**src/rtl/serial_parity_rx_pkg.sv**
```systemverilog
// Shared types and line-level constants for the serial parity receiver.
package serial_parity_rx_pkg;

    // Receiver FSM states; encodings are fixed so they are stable in netlists.
    typedef enum logic [1:0] {
        StIdle   = 2'd0,
        StData   = 2'd1,
        StParity = 2'd2,
        StStop   = 2'd3
    } rx_state_e;

    // Line level while idle (and for a good stop bit) and level of a start bit.
    localparam logic IDLE_LEVEL  = 1'b1;
    localparam logic START_LEVEL = 1'b0;

    // True when the XOR of data and parity bit disagrees with the chosen sense.
    function automatic logic parity_bad(input logic data_xor, input logic p_bit,
                                        input logic odd);
        return (data_xor ^ p_bit) != odd;
    endfunction

endpackage

```
**src/rtl/serial_parity_rx_out_buffer.sv**
```systemverilog
// Single-entry valid/ready holding register with sticky overrun detection.
module rx_out_buffer #(
    parameter int unsigned DATA_W = 8
) (
    input  logic              clk_i,
    input  logic              rst_ni,
    input  logic              commit_i,
    input  logic [DATA_W-1:0] data_i,
    input  logic              parity_err_i,
    input  logic              ready_i,
    output logic [DATA_W-1:0] data_o,
    output logic              valid_o,
    output logic              parity_err_o,
    output logic              overrun_o
);

    logic [DATA_W-1:0] data_q;
    logic              valid_q;
    logic              perr_q;
    logic              overrun_q;

    // Load on commit when the slot is free or being drained this cycle; otherwise
    // keep the held word and flag the drop. A handshake alone empties the slot.
    always_ff @(posedge clk_i or negedge rst_ni) begin
        if (!rst_ni) begin
            data_q    <= '0;
            valid_q   <= 1'b0;
            perr_q    <= 1'b0;
            overrun_q <= 1'b0;
        end else if (commit_i) begin
            if (!valid_q || ready_i) begin
                data_q  <= data_i;
                perr_q  <= parity_err_i;
                valid_q <= 1'b1;
            end else begin
                overrun_q <= 1'b1;
            end
        end else if (valid_q && ready_i) begin
            valid_q <= 1'b0;
        end
    end

    assign data_o       = data_q;
    assign valid_o      = valid_q;
    assign parity_err_o = perr_q;
    assign overrun_o    = overrun_q;

endmodule

```
**src/rtl/serial_parity_rx.sv**
```systemverilog
// Bit-serial frame receiver: start, DATA_W data bits LSB first, parity, stop.
module serial_parity_rx
    import serial_parity_rx_pkg::*;
#(
    parameter int unsigned DATA_W     = 8,
    parameter bit          PARITY_ODD = 1'b0
) (
    input  logic              clk_i,
    input  logic              rst_ni,
    input  logic              bit_en_i,
    input  logic              rx_i,
    output logic [DATA_W-1:0] out_data_o,
    output logic              out_valid_o,
    input  logic              out_ready_i,
    output logic              parity_err_o,
    output logic              frame_err_o,
    output logic              overrun_o,
    output logic              busy_o
);

    localparam int unsigned CNT_W = $clog2(DATA_W) + 1;

    rx_state_e         state_q;
    logic [CNT_W-1:0]  cnt_q;
    logic [DATA_W-1:0] shift_q;
    logic [DATA_W-1:0] shift_in;
    logic              p_bit_q;
    logic              frame_err_q;
    logic              commit;
    logic              commit_perr;

    // Next shift value: new bit enters at the MSB so the first bit ends at bit 0.
    always_comb begin
        shift_in             = shift_q >> 1;
        shift_in[DATA_W-1]   = rx_i;
    end

    // A good stop sample hands the frame to the output buffer on the same edge.
    assign commit      = bit_en_i && (state_q == StStop) && (rx_i == IDLE_LEVEL);
    assign commit_perr = parity_bad(^shift_q, p_bit_q, PARITY_ODD);

    // Frame FSM; everything advances only on bit_en strobes, frame_err is a pulse.
    always_ff @(posedge clk_i or negedge rst_ni) begin
        if (!rst_ni) begin
            state_q     <= StIdle;
            cnt_q       <= '0;
            shift_q     <= '0;
            p_bit_q     <= 1'b0;
            frame_err_q <= 1'b0;
        end else begin
            frame_err_q <= 1'b0;
            if (bit_en_i) begin
                unique case (state_q)
                    StIdle: begin
                        if (rx_i == START_LEVEL) begin
                            state_q <= StData;
                            cnt_q   <= '0;
                        end
                    end
                    StData: begin
                        shift_q <= shift_in;
                        cnt_q   <= cnt_q + 1'b1;
                        if (cnt_q == CNT_W'(DATA_W - 1)) begin
                            state_q <= StParity;
                        end
                    end
                    StParity: begin
                        p_bit_q <= rx_i;
                        state_q <= StStop;
                    end
                    StStop: begin
                        if (rx_i != IDLE_LEVEL) begin
                            frame_err_q <= 1'b1;
                        end
                        state_q <= StIdle;
                    end
                    default: state_q <= StIdle;
                endcase
            end
        end
    end

    rx_out_buffer #(
        .DATA_W (DATA_W)
    ) u_out_buffer (
        .clk_i        (clk_i),
        .rst_ni       (rst_ni),
        .commit_i     (commit),
        .data_i       (shift_q),
        .parity_err_i (commit_perr),
        .ready_i      (out_ready_i),
        .data_o       (out_data_o),
        .valid_o      (out_valid_o),
        .parity_err_o (parity_err_o),
        .overrun_o    (overrun_o)
    );

    assign frame_err_o = frame_err_q;
    assign busy_o      = (state_q != StIdle);

endmodule
```
**config.mk**
```make
export PLATFORM = sky130hd
export DESIGN_NAME = serial_parity_rx
export DESIGN_NICKNAME = d
export VERILOG_FILES = /design/src/rtl/serial_parity_rx_pkg.sv /design/src/rtl/serial_parity_rx_out_buffer.sv /design/src/rtl/serial_parity_rx.sv
export SDC_FILE = /design/constraint.sdc
export NUM_CORES = 1
export LEC_CHECK = 0
export BUFFER_PORTS_ARGS = -buffer_cell sky130_fd_sc_hd__clkbuf_2
export CORE_UTILIZATION = 59
export CTS_CLUSTER_DIAMETER = 80
export DETAILED_ROUTE_END_ITERATION = 8
export HOLD_SLACK_MARGIN = 0.03
export PLACE_DENSITY = 0.94
export SLEW_MARGIN = 15
export SYNTH_ARGS = -nofsm -noshare
export SYNTH_HDL_FRONTEND = slang
export SYNTH_SLANG_ARGS = --single-unit
```
**constraint.sdc**
```tcl
create_clock -name clk_i -period 2.7 [get_ports clk_i]
set_clock_uncertainty 0.2 [all_clocks]
set_input_delay 0.405 -clock clk_i [delete_from_list [all_inputs] [get_ports clk_i]]
set_output_delay 0.405 -clock clk_i [all_outputs]
set_load 0.05 [all_outputs]
```
# [Word level (Yosys, flattened, before mapping)]
# Index checks and enable logic that the tools add are counted.
[totals] reg_bits=27 inputBits=5
[classes] add_sub_neg=1 n_eq_ne=7 muxes=11 bitwise_logic=2 reduce_logical=17
[ops] cell="$reduce_and A2 Y1" count=5
[ops] cell="$pmux W2 S4" count=1
[ops] cell="$pmux W4 S2" count=1
[ops] cell="$reduce_xor A8 Y1" count=1
[ops] cell="$mux W1" count=6
[ops] cell="$reduce_and A3 Y1" count=2
[ops] cell="$reduce_bool A2 Y1" count=3
[ops] cell="$add A4 B1 Y4 const B" count=1
[ops] cell="$eq A2 B2 Y1 const B" count=2
[ops] cell="$eq A4 B3 Y1 const B" count=1
[ops] cell="$mux W2" count=2
[ops] cell="$mux W4" count=1
[ops] cell="$ne A2 B2 Y1 const B" count=2
[ops] cell="$logic_and A1 B1 Y1" count=3
[ops] cell="$eq A2 B1 Y1 const B" count=1
[ops] cell="$logic_not A2 Y1" count=1
[ops] cell="$ne A2 B1 Y1 const B" count=1
[ops] cell="$logic_not A1 Y1" count=1
[ops] cell="$logic_or A1 B1 Y1" count=1
[ops] cell="$not A1 Y1" count=1
[ops] cell="$xor A1 B1 Y1" count=1

# [Logic depth before layout (Yosys ltp)]
# Gate-level depths: netlist (run 1).
[depth] word_depth=5 mapped_depth=6 mapped_depth_nobuf=6

# [Hierarchy]
# From an unflattened synthesis (run 1), not the netlist that was laid out.
[unflattened] hier_cells=94 hier_area_um2=1286.2
[by_module_without_submodules] module="serial_parity_rx" instances=1 cells_each=69 area_each_um2=869.6
[by_module_without_submodules] module="rx_out_buffer" instances=1 cells_each=25 area_each_um2=416.6

# [Worst setup path after synthesis (run 1)]
# OpenSTA, ideal clock, no wires.
[synth_timing] kind="reg2reg" startpoint="register u_out_buffer.valid_q, in the netlist u_out_buffer.valid_o" endpoint="register u_out_buffer.data_q[0], in the netlist u_out_buffer.data_o[0]" t_arrival_ns=1.380 required_time_ns=2.375 path_slack_ns=0.995 stages_incl_launch_ff=5 synth_period_minus_slack_ns=1.705 cell_sequence="dfrtp_1 nand2b_1 nor2b_1 buf_2 mux2_2"
[synth_between] elab_chain_len=3
[synth_rtl] element="from (decl)" line="serial_parity_rx_out_buffer.sv:18" source="logic valid_q;"
[synth_rtl] element="from (signal assigned)" line="serial_parity_rx_out_buffer.sv:27" source="valid_q <= 1'b0;"
[synth_rtl] element="from (signal assigned)" line="serial_parity_rx_out_buffer.sv:34" source="valid_q <= 1'b1;"
[synth_rtl] element="from (signal assigned)" line="serial_parity_rx_out_buffer.sv:39" source="valid_q <= 1'b0;"
[synth_rtl] element="$logic_not A1 Y1" line="serial_parity_rx_out_buffer.sv:31" source="if (!valid_q || ready_i) begin"
[synth_rtl] element="$logic_or A1 B1 Y1" line="serial_parity_rx_out_buffer.sv:31"
[synth_rtl] element="$reduce_and A2 Y1 (no line)"
[synth_rtl] element="to (signal assigned)" line="serial_parity_rx_out_buffer.sv:32" source="data_q <= data_i;"
[synth_rtl] element="to (decl)" line="serial_parity_rx_out_buffer.sv:17" source="logic [DATA_W-1:0] data_q;"
# Every way passes these cells.
# A chain may end at the register's enable or synchronous reset.

# [Worst setup path after layout (run 1)]
[layout_timing] startpoint="register state_q[0]" endpoint="output port busy_o"
[layout_between] elab_chain_len=1
[layout_rtl] element="from (decl)" line="serial_parity_rx.sv:23" source="rx_state_e state_q;"
[layout_rtl] element="from (signal assigned)" line="serial_parity_rx.sv:45" source="state_q <= StIdle;"
[layout_rtl] element="from (signal assigned)" line="serial_parity_rx.sv:56" source="state_q <= StData;"
[layout_rtl] element="from (signal assigned)" line="serial_parity_rx.sv:64" source="state_q <= StParity;"
[layout_rtl] element="$reduce_bool A2 Y1" line="serial_parity_rx.sv:99" source="assign busy_o = (state_q != StIdle);"
[layout_rtl] element="to (decl)" line="serial_parity_rx.sv:18" source="output logic busy_o"
# Every way passes these cells.

==> impl_metrics.ini, run 1 <==
[cts]
cts_buffer_depth = 2
htree_levels = 1
cts_num_sinks = 27
cts-root-buf = clkbuf_4
insertion_delay_ps = 330
cts_tree = done
clk_pin_slew_ps = 160
cts_buffers = 3

[timing]
hold_viol = 0
setup_violations = 0
timing.setup.tns_ps = 0
rsz0062_at_grt = false
fin_crit_ps = 2010
finalCritPeriodShare_pct = 74.4
slew_headroom_pct = 57.6
max_freq_mhz = 498
worstMarginPinSlew_ps = 636
drv_slew = 0

[final_layout]
mostFrequentLayoutCell = dfrtp_1
most-common-layout-cells = dfrtp_1, mux2_2, clkbuf_2, nand2_1
area_growth_pct = 13.0
insertedDiodeCount = 0
nets = 126
drive_above_1_share_pct = 35.7
fillers = 158

[critical_path]
crit_fanout = 4
crit_path_end_kind = output port
r2r-start = state_q[0]
critical_path_required_ps = 2100
cp-startpoint = state_q[0]
r2r_slack_ps = 820
path_class = reg -> out
cp.arrival_ps = 1400
startpoint_type = flip-flop

[routing]
vias = 741
drtIter0Drc = 7
drtPass1Iterations = 3
drtAntennaViolNets = 0
post_drt_wl_per_cell_um = 13.4
avgViaCountPerCell = 5.22
drc = 0
wirelength_um = 1900

[floorplan]
die_h_um = 47.4
die_area_um2 = 2240
ios = 18
start_util_pct = 62.6
die_w_um = 47.4
num_rows = 16
coreArea_um2 = 1940

[worst_hold_path]
hold_path.startpoint = rx_i
hp-class = in -> reg

[grt]
first_global_vias = 639
antenna_found_initial = 0
gr-usage-all-layers_pct = 19.1
grt_overflow_total = 0
grt_pass1_wl_um = 2860
grt_max_degree = 28

[job]
drv_cap = 0

[logic_synthesis]
synth_cell_type_count = 24
syn_inst = 94
ys_warn_count = 0
ys_ff_latch = 27
synthesis.area_um2 = 1210
syn-mean-instance-area_um2 = 12.9
yosysSeqAreaShare_pct = 55.6
syn_nets = 104

[run_status]
outcome = complete, no violations

[place]
globalplace.congestion = 0.743
numPortBuffers = 17
dp_hpwl_um = 1400
[stage by stage]
| stage | util [%] | setup WS (ps) | instances | instance area [um^2] | hold slack [ps] |
|---|---|---|---|---|---|
| 6_report | 70.7 | 692 | 142 | 1370 | 92.6 |
| 5_1_grt | 70.7 | 612 | 142 | 1370 | 97.1 |
| 4_1_cts | 70.7 | 683 | 142 | 1370 | 95.2 |
| 3_5_place_dp | 68.6 | 850 | 137 | 1330 | 258 |
| 3_3_place_gp | 68.6 | 989 | 137 | 1330 | 249 |
| 2_1_floorplan | - | 995 | 94 | 1210 | -90.6 |
[Yosys cell counts]
master / count / share of area [%]
a21boi_0: 1 / 0.62
a21boi_2: 1 / 0.93
a22o_1: 2 / 1.4
a31oi_1: 1 / 0.52
a32o_1: 1 / 0.82
and3_1: 1 / 0.52
buf_2: 1 / 0.41
clkbuf_1: 1 / 0.31
dfrtp_1: 27 / 56
ha_1: 5 / 5.1
inv_1: 5 / 1.5
mux2_2: 17 / 16
mux2_4: 1 / 1.2
nand2_1: 8 / 2.5
nand2b_1: 1 / 0.52
nand3_1: 3 / 1.2
nand3b_1: 1 / 0.62
nor2_1: 3 / 0.93
nor2b_1: 1 / 0.52
o21ai_0: 5 / 2.1
o21bai_1: 1 / 0.62
xnor2_1: 5 / 3.6
xnor3_1: 1 / 1.9
xor2_1: 1 / 0.72
[worst paths after layout]
check	cells after the start	endpoint
max in group asynchronous	2	cnt_q[0]
hold reg to reg	1	u_out_buffer.overrun_o
hold / removal	2	frame_err_o
setup reg to reg	5	cnt_q[3]
min in group asynchronous	2	shift_q[5]
setup / recovery	4	busy_o
[what timing repair did]
action / CTS / global route
endpoints found under the hold margin: 27 / 0
hold buffers: 1 / 0
buffers inserted: 0 / 0
gates resized for setup: 0 / 0
[critical path, cell delays in order, from the launching register on]
cell	delay (ps)
dfrtp_1	420
inv_1	80
ha_1	250
inv_1	70
clkbuf_2	260
[layer usage]
metal  GRT usage, %  share of wire (%)  vias to the layer above
met1           24.4                 45                      363
met4           8.57                1.1                        0
met2           30.7                 51                       13
li1               -                  -                      363
met3           4.62                2.5                        2
met5              0                  0                        -
[final cells by class]
cell class,instances,area (um^2),area share (%)
clock inverters,1,7.51,0.547
flip-flops and latches,27,676,49.2
well taps,27,33.8,2.46
multi-input cells,60,512,37.3
repair buffers,19,103,7.47
clock buffers,3,22.5,1.64
inverters,5,18.8,1.37
[cell families after synthesis]
logic type,share of synthesized area (%)
flops,55.6
mux,17.0
xor+xnor,6.18
simple gates,6.80
buf+inv,2.27
fa+ha+maj,5.15
compound gates,7.00
[registers in the layout, indices dropped and copies added, names as in the netlist]
signal / cells
u_out_buffer.parity_err_o: 1
cnt_q: 4
u_out_buffer.data_o: 8
u_out_buffer.valid_o: 1
u_out_buffer.overrun_o: 1
frame_err_o: 1
p_bit_q: 1
shift_q: 8
state_q: 2
Power of run 1 is left out: the tool's default activity adds up to more than one toggle a clock period on the data nets, which glitch-free logic cannot reach.
==> run 2, diff against run 1 <==
--- a/config.mk
+++ b/config.mk
@@ -6,11 +6,12 @@
 export NUM_CORES = 1
 export LEC_CHECK = 0
 export BUFFER_PORTS_ARGS = -buffer_cell sky130_fd_sc_hd__clkbuf_2
-export CORE_UTILIZATION = 59
+export CORE_ASPECT_RATIO = 1.75
+export CORE_UTILIZATION = 49
 export CTS_CLUSTER_DIAMETER = 80
 export DETAILED_ROUTE_END_ITERATION = 8
 export HOLD_SLACK_MARGIN = 0.03
-export PLACE_DENSITY = 0.94
+export PLACE_DENSITY = 0.85
 export SLEW_MARGIN = 15
 export SYNTH_ARGS = -nofsm -noshare
 export SYNTH_HDL_FRONTEND = slang
==> constraint.sdc (replaced) <==
create_clock -name clk_i -period 1.7 [get_ports clk_i]
set_clock_uncertainty 0.2 [all_clocks]
set_input_delay 0.255 -clock clk_i [delete_from_list [all_inputs] [get_ports clk_i]]
set_output_delay 0.255 -clock clk_i [all_outputs]
set_load 0.05 [all_outputs]
==> run 2 against run 1 <==
The flow now finishes with violations (negative setup slack). Hold slack worse by 43 ps. Clock-buffer cell count up 1. Critical path depth up 2. Cell count up 6.3%. Via count up 5.9%. Sequential cell count unchanged. Register-to-register slack worse by 820 ps. Sequential share of layout area down 5.2 points. Largest cell class unchanged.
==> impl_metrics.ini, run 2 (synthesis gave the netlist of run 1 again) <==
[grt]
antenna_found_initial = 0
grt_max_degree = 16
gr-usage-all-layers_pct = 19.9
first_global_vias = 834
grt_overflow_total = 0
grt_pass1_wl_um = 3550

[final_layout]
drive_above_1_share_pct = 46.8
nets = 137
insertedDiodeCount = 0
final_util_pct = 66.0
mostFrequentLayoutCell = dfrtp_1
fillers = 169
area_growth_pct = 26.6
most-common-layout-cells = dfrtp_1, mux2_2, clkbuf_2, nand2_1, buf_4

[timing]
setup_violations = 1
fin_crit_ps = 1700
hold_viol = 0
rsz0062_at_grt = true
drv_slew = 0
worstMarginPinSlew_ps = 371
max_freq_mhz = 588
setup_ws_ps = -2.03
slew_headroom_pct = 75.3
finalCritPeriodShare_pct = 100

[routing]
drtIter0Drc = 10
wirelength_um = 2260
avgViaCountPerCell = 5.20
drtAntennaViolNets = 0
vias = 785
drtPass1Iterations = 2
post_drt_wl_per_cell_um = 15.0
drc = 0

[pwr]
combPwrFrac_pct = 54.6
internal_power_mw = 1.94
ir_drop_uv = 1310
power_switching_mw = 1.36
power_density_nw_per_um2 = 2150
p_clk_share_pct = 10.6
pwr-share-seq_pct = 34.8
p_leak_nw = 0.755
total_power_mw = 3.30
switching_share_pct = 41.1

[critical_path]
reg2reg_to = u_out_buffer.data_o[6]
cp-endpoint = u_out_buffer.data_o[6]
cp_cell_sequence = buf_6 > ha_2 > nand3_2 > nor2b_4 > buf_6 > mux2_2
critical_path_required_ps = 1660
cp-startpoint = state_q[0]
max_stage_delay_ps = 380
cp.arrival_ps = 1660
cpMostUsedCell = buf_6
path_class = reg -> reg
crit_slowest_cell = dfrtp_1
cp_num_buf_inv = 2
startpoint_type = flip-flop
r2r_slack_ps = -2
crit_fanout = 5
r2r-start = state_q[0]
reg2reg_depth = 6
crit_path_end_kind = flip-flop
crit_family = flip-flops
cp.depth = 6

[floorplan]
coreArea_um2 = 2330
start_util_pct = 52.1
ios = 18
die_w_um = 39.6
num_rows = 23
die_area_um2 = 2690
die_h_um = 67.9

[cts]
htree_levels = 1
cts_tree = done
cts_num_sinks = 27
cts_buffer_depth = 2
cts-root-buf = clkbuf_8
clk_pin_slew_ps = 80
insertion_delay_ps = 270
cts_buffers = 3

[job]
drv_cap = 0

[place]
numPortBuffers = 17
globalplace.congestion = 0.718
dp_hpwl_um = 1690
pre_cts_ws_ps = -13.9

[run_status]
outcome = complete, but fails checks
violations = negative setup slack

[worst_hold_path]
hp-class = in -> reg
## run 2: cell types whose count changed in the layout (fill, tap and decap cells not counted), sizes merged
cell         previous run  this run
buf                     1        12
clkinvlp                1         0
dlygate4sd3             1         2
## run 2: worst min path at each step
stage / from / endpoint / slack (ps) / cells past startpoint
after floorplan: rst_ni / cnt_q[0] / -240 / 0
after global placement: rst_ni / shift_q[4] / -20 / 1
after detailed placement: rst_ni / shift_q[5] / -10 / 1
after CTS: bit_en_i / frame_err_o / 40 / 3
after global routing: bit_en_i / frame_err_o / 50 / 3
final: bit_en_i / frame_err_o / 50 / 3
## run 2: power by group through the flow
stage          clock network [mW]  registers [mW]  logic, mW
2_1_floorplan                   0            1.49      0.901
3_3_place_gp                    0            1.14       1.59
3_5_place_dp                    0            1.16       1.66
4_1_cts                     0.368            1.15       1.77
5_1_grt                     0.393            1.19       1.93
6_report                    0.350            1.15       1.80
## run 2: cell type report
type	count	area, um^2	area share, %
clock buffers	4	45.0	2.93
inverters	5	18.8	1.22
multi-input cells	60	553	36.0
flip-flops and latches	27	677	44.0
well taps	25	31.3	2.03
repair buffers	30	213	13.8
## run 2: layer usage
metal,global-route usage (%),vias up,part of all wire [%]
met2,34.8,11,58
met5,0,-,0
met1,22.1,384,39
met4,11.6,0,1.9
met3,1.95,4,1.4
li1,-,386,-
## run 2: metrics by stage
stage                     std cells  setup TNS, ps  area [um^2]  hold WS [ps]
after floorplan                  94              0         1220          -241
after global placement          143              0         1390         -17.8
after detailed placement        143          -14.0         1390         -12.4
final                           151          -2.03         1540          49.7
after CTS                       150           -241         1500          36.5
after global routing            151           -706         1540          53.8
## run 2: what timing repair did
action | 4_1_cts | 5_1_grt
hold buffers | 2 | 0
buffers inserted | 1 | 0
cloned | 0 | 1
endpoints found under the hold margin | 28 | 0
gates resized for setup | 8 | 13
endpoints found under the setup margin | 6 | 23
## run 2: worst register-to-register path, cell delays in order (launching register included)
cell	delay, ps
dfrtp_1	380
buf_6	110
ha_2	170
nand3_2	100
nor2b_4	150
buf_6	140
mux2_2	330
Note: power is estimated with default switching activity, not from simulation.
